===== config.mk =====
export PLATFORM = sky130hd
export DESIGN_NAME = reg_file_nport
export DESIGN_NICKNAME = d
export VERILOG_FILES = /design/src/rtl/reg_file_nport.sv
export SDC_FILE = /design/constraint.sdc
export NUM_CORES = 2
export LEC_CHECK = 0
export BUFFER_PORTS_ARGS = -buffer_cell sky130_fd_sc_hd__buf_4
export CAP_MARGIN = 40
export CELL_PAD_IN_SITES_DETAIL_PLACEMENT = 1
export CELL_PAD_IN_SITES_GLOBAL_PLACEMENT = 2
export CORE_AREA = 4 4 373 375
export CTS_CLUSTER_DIAMETER = 80
export DETAILED_ROUTE_END_ITERATION = 8
export DIE_AREA = 0 0 377 379
export PLACE_DENSITY_LB_ADDON = 0.1
export SLEW_MARGIN = 10
export SYNTH_ARGS = -nofsm -noshare
export SYNTH_HDL_FRONTEND = slang
export SYNTH_SLANG_ARGS = --single-unit
export TNS_END_PERCENT = 10

===== constraint.sdc =====
create_clock -name clk -period 47.4 [get_ports clk]
set_input_delay 9.48 -clock clk [delete_from_list [all_inputs] [get_ports clk]]
set_output_delay 9.48 -clock clk [all_outputs]
set_load 0.005 [all_outputs]

===== src/rtl/reg_file_nport.sv =====
// Multi-entry architectural register bank: one byte-masked write port and two
// combinational read ports, with optional hardwired-zero entry and write bypass.
module reg_file_nport #(
    parameter int DATA_W   = 32,
    parameter int DEPTH    = 32,
    parameter int ADDR_W   = $clog2(DEPTH),
    parameter int ZERO_REG = 1,
    parameter int BYPASS   = 1
) (
    input  logic                clk,
    input  logic                rst,
    input  logic                clr,
    input  logic                we,
    input  logic [ADDR_W-1:0]   waddr,
    input  logic [DATA_W-1:0]   wdata,
    input  logic [DATA_W/8-1:0] wstrb,
    input  logic [ADDR_W-1:0]   raddr0,
    output logic [DATA_W-1:0]   rdata0,
    input  logic [ADDR_W-1:0]   raddr1,
    output logic [DATA_W-1:0]   rdata1
);

    localparam int NB = DATA_W / 8;

    logic [DATA_W-1:0] entry_q [DEPTH];
    logic [DATA_W-1:0] entry_d [DEPTH];
    logic [DATA_W-1:0] wr_old;
    logic [DATA_W-1:0] wr_merged;
    logic              wr_ok;
    logic [ADDR_W-1:0] raddr_arr [2];
    logic [DATA_W-1:0] rdata_arr [2];

    assign wr_old = entry_q[waddr];

    // A write commits only when not overridden by clear and not aimed at the zero entry.
    assign wr_ok = we && !clr && !((ZERO_REG != 0) && (waddr == '0));

    generate
        for (genvar gi = 0; gi < NB; gi++) begin : g_byte
            assign wr_merged[8*gi +: 8] = wstrb[gi] ? wdata[8*gi +: 8] : wr_old[8*gi +: 8];
        end
    endgenerate

    always_comb begin
        for (int i = 0; i < DEPTH; i++) begin
            entry_d[i] = entry_q[i];
            if (clr) begin
                entry_d[i] = '0;
            end else if (wr_ok && (waddr == ADDR_W'(i))) begin
                entry_d[i] = wr_merged;
            end
        end
        if (ZERO_REG != 0) begin
            entry_d[0] = '0;
        end
    end

    always_ff @(posedge clk or posedge rst) begin
        if (rst) begin
            for (int i = 0; i < DEPTH; i++) begin
                entry_q[i] <= '0;
            end
        end else begin
            entry_q <= entry_d;
        end
    end

    assign raddr_arr[0] = raddr0;
    assign raddr_arr[1] = raddr1;

    generate
        for (genvar gi = 0; gi < 2; gi++) begin : g_rd
            logic [DATA_W-1:0] rd;
            always_comb begin
                rd = entry_q[raddr_arr[gi]];
                if ((BYPASS != 0) && wr_ok && (raddr_arr[gi] == waddr)) begin
                    rd = wr_merged;
                end
                if ((ZERO_REG != 0) && (raddr_arr[gi] == '0)) begin
                    rd = '0;
                end
            end
            assign rdata_arr[gi] = rd;
        end
    endgenerate

    assign rdata0 = rdata_arr[0];
    assign rdata1 = rdata_arr[1];

endmodule


== Word level (Yosys, flattened, before mapping) ==
Cells that the tools add are included.

* Register bits: 992
* Bits of input ports: 55

* Magnitude comparators: 3
* Eq/ne operators: 33
* Muxes and demuxes: 79
* Bitwise gates (word level): 3
* Reduce and logical (&&, ||, !) cells: 71

{| class="wikitable"
|+ Operators with widths
! operator !! number
|-
| 32-bit two-way mux || 72
|-
| 32-bit binary-select mux with 5-bit select || 3
|-
| 5-bit == test (second input constant) || 16
|-
| 2-bit nonzero test || 31
|-
| 5-bit by 4-bit == test with 1-bit output (second input constant) || 8
|-
| 1-bit logical AND || 35
|-
| 8-bit two-way mux || 4
|-
| 5-bit by 3-bit == test with 1-bit output (second input constant) || 4
|-
| 6-bit >= comparator (second input constant) || 3
|-
| 5-bit inverter with 6-bit output || 3
|-
| 5-bit zero test || 3
|-
| 5-bit by 2-bit == test with 1-bit output (second input constant) || 2
|-
| 5-bit == test || 2
|-
| 5-bit by 1-bit == test with 1-bit output (second input constant) || 1
|-
| 1-bit zero test || 2
|}

== Depth between registers and ports, before layout ==
* Depth in word-level cells: 7
* Depth in mapped cells: 13
* Mapped depth without buffers: 5

== Worst setup path after synthesis ==
No wires, ideal clock.

* Path type: input port to output port
* Start: in waddr[0]
* End: out rdata1[31]
* Data arrival time: 11.630 ns
* Required time: 37.920 ns
* Path slack: 26.290 ns
* Cell stages on the path: 8
* Cells stage by stage: buf_4 -> buf_2 -> buf_2 -> mux4_2 -> o211a_1 -> a211o_1 -> buf_2 -> a21oi_1

* Word-level cells in the longest chain between the ends: 7

{| class="wikitable"
|+ Ends and longest elaborated chain
! item !! line !! RTL
|-
| start: declaration || 14 || <nowiki>input logic [ADDR_W-1:0] waddr,</nowiki>
|-
| 5-bit inverter with 6-bit output (implied by the code) || 33 || <nowiki>assign wr_old = entry_q[waddr];</nowiki>
|-
| 32-bit binary-select mux with 5-bit select || 33 ||
|-
| 32-bit two-way mux (implied by the code) (2 in a row) || 33 ||
|-
| 8-bit two-way mux || 40 || <nowiki>assign wr_merged[8*gi +: 8] = wstrb[gi] ? wdata[8*gi +: 8] : wr_old[8*gi +: 8];</nowiki>
|-
| 32-bit two-way mux * || 76 || <nowiki>if ((BYPASS != 0) && wr_ok && (raddr_arr[gi] == waddr)) begin</nowiki>
|-
| 32-bit two-way mux * || 79 || <nowiki>if ((ZERO_REG != 0) && (raddr_arr[gi] == '0)) begin</nowiki>
|-
| end: declaration || 20 || <nowiki>output logic [DATA_W-1:0] rdata1</nowiki>
|}

Every way passes the cells marked *; elsewhere a longest branch is shown, timed or not. The select of a mux whose other input is x is not followed.

== Worst setup path in the final report ==
* Start: in waddr[1]
* End: out rdata1[0]

The elaborated chain is that of the path after synthesis.

==> impl_metrics.csv <==
group,metric,value,unit
layout,layout_commonest_cell,"dfrtp_1",
setup_path,worst_ep_required_time,37920,ps
setup_path,start_kind,"primary input",
sta,drv_slew,0,
run,max-cap-violations,0,
layout,area_growth,12.8,%
sta,setup_viol,0,
sta,period_needed,23900,ps
floorplanning,dieArea,143000,um2
setup_path,critPathKind,"in2out",
yosys,synth_compound_gate_area_share,18.8,%
layout,fin_nets,4978,
setup_path,crit_fanout,98,
grt,grt_pass1_wl,412,mm
clock_tree,clkLatencyLatePin,780,ps
yosys,synthCells,5001,
power,vdd_drop_max,26.9,uV
clock_tree,numCtsBuffers,130,
floorplanning,coreArea,135000,um2
detailed_routing,totalWireLength,293,mm
layout,largest_registers,"entry_q x992",
floorplanning,start_util,45.0,%
grt,grt_pass1_vias,52300,
run_status,outcome,"finished, final reports clean",
sta,fmax,41.8,MHz
sta,tns,0,ps
detailed_routing,drt_iter0_drc,7113,
floorplanning,rows,135,
clock_tree,htree_levels,4,
detailed_routing,wl_per_cell,42.9,um
sta,whs,518,ps
clock_tree,cts_tree,"yes",
yosys,synthAdderAreaFrac,0,%
hold_path,hold_path.class,"reg2reg",
detailed_routing,ant_nets,0,
yosys,synth_mux_area_share,29.8,%
yosys,async_reset_ff_share,100,%
yosys,synth.avg_cell_area,12.2,um2
clock_tree,clk_pin_slew_worst_paths,60,ps
setup_path,crit_path_end_kind,"output pin",
grt,grt_max_degree,140,
sta,finalHoldViolCount,0,
layout,regMostFlops,"entry_q",
detailed_routing,route.vias.total,52100,
placed_design,hpwlAfterDp,173,mm
clock_tree,clock_sinks,992,
setup_path,critPathArrivalTime,14420,ps
detailed_routing,dr.pass1.iters,6,
sta,tightest_slew,1050,ps
grt,antenna_found_initial,19,
layout,mostFrequentLayoutCells,"dfrtp_1 (992), a22o_1 (600), mux4_2 (587)",
yosys,yosys_warnings,0,
clock_tree,cts_resized,0,
sta,skew,27.6,ps
placed_design,place.port_buffers,118,
sta,fin_crit_sh,50.4,%
floorplanning,dieWidth,377,um
sta,maxSlewHeadroom,29.4,%
layout,drive_gt1_share,28.5,%
sta,rsz0062_at_grt,"false",
yosys,yosys.area_share.simple,6.04,%
layout,final.fill_count,13600,
power,power.static_leakage,29.1,nW
clock_tree,clockBufferDepth,3,
yosys,synth_xor_area_share,0.144,%
yosys,synth.distinct_cells,80,
yosys,ys_seq_elements,992,
clock_tree,ctsHoldBuffers,0,
placed_design,gp_congestion,0.890,
yosys,synth_fp_nets,5056,
clock_tree,cts_root_buffer,"clkbuf_16",
floorplanning,chipHeight,379,um
layout,largest_reg_flops,992,
grt,grt-ovfl-total,0,
grt,grt_usage,40.7,%
power,p_per_area,31.7,nW/um2
detailed_routing,via_per_inst,7.64,
floorplanning,ios,119,
yosys,synth_top_family_by_area,"multiplexers",
detailed_routing,drc_errors,0,
clock_tree,cts_setup_buffers,0,
yosys,synth_flop_cell,"dfrtp_1",
yosys,synth-edff-count,0,
yosys,yosysSeqAreaShare,40.7,%
yosys,synthesis.area,60900,um2
==> through the flow <==
stage / setup WS, ps / cells / utilization (%) / power [mW] / instance area (um2)
floorplan: 10010 / 5001 / - / 1.03 / 60900
global placement: 23690 / 6504 / 46.8 / 1.15 / 63300
detailed placement: 23770 / 6565 / 47.5 / 1.15 / 64200
CTS: 23790 / 6804 / 50.7 / 2.17 / 68600
global route: 23460 / 6811 / 50.8 / 2.23 / 68700
finish: 23500 / 6821 / 50.8 / 2.18 / 68800
==> logic make-up (layout without fill, tap and decap cells) <==
group / after synthesis / after routing
XOR/XNOR: 10 / 10
AND/OR/NAND/NOR: 808 / 808
other: 0 / 10
buffers and inverters: 585 / 614
flip-flops: 992 / 992
multiplexers: 1051 / 1051
AO/OA/AOI/OAI: 1555 / 1555
==> final timing paths <==
check	start	endpoint	slack, ps	cells after the start
max	waddr[1]	rdata1[0]	23500	9
min	entry_q[682]	entry_q[682]	520	2
max reg2reg	entry_q[465]	entry_q[849]	44520	5
min reg2reg	entry_q[682]	entry_q[682]	520	2
max in group asynchronous	rst	entry_q[67]	34440	8
min in group asynchronous	rst	entry_q[727]	8830	2
==> area by class of cell <==
type                       instances  area (um2)  share of cell area [%]
multi-input combinational       3424       33900                    49.3
clock inverter                    53         599                   0.872
tap                             1781        2230                    3.24
inverter                          19        81.3                   0.118
sequential                       992       24800                    36.1
clock buffer                     186        3800                    5.52
antenna                           10        25.0                  0.0364
timing repair buffer             356        3270                    4.76
==> power by group <==
part	internal (mW)	switching (mW)
logic	0.0795	0.210
registers	0.854	0.00722
clock network	0.610	0.419
==> Yosys cell counts, types with 35 or more instances <==
library cell	number	area, um2
a22o_1	600	5260
mux2i_1	295	2950
a221oi_1	54	473
o21ai_0	401	2010
a21oi_1	140	701
mux2_2	163	1840
nor2_1	84	315
nand2_1	483	1810
and2_1	35	219
o22ai_1	53	332
buf_2	166	831
dfrtp_1	992	24800
nor2b_1	64	400
o221ai_1	36	315
mux4_2	587	13200
clkbuf_1	293	1100
a211oi_1	61	458
buf_1	51	191
==> layer usage <==
metal  track usage [%]  vias up  wire [um]
li1                  -    19700          -
met1              54.4    27800     113000
met2              58.9     3689     126000
met3              14.4      896      37800
met4              19.8       12      16400
met5                 0        -         74
==> worst max-delay path, cell delays in order <==
cell and delay (ps):
buf_8 550, buf_4 760, buf_12 570, nor4b_4 810, buf_4 380, a2111oi_2 130, a211oi_2 700, a21o_1 440
buf_4 190
No activity file was read; power rests on OpenSTA's default activity.
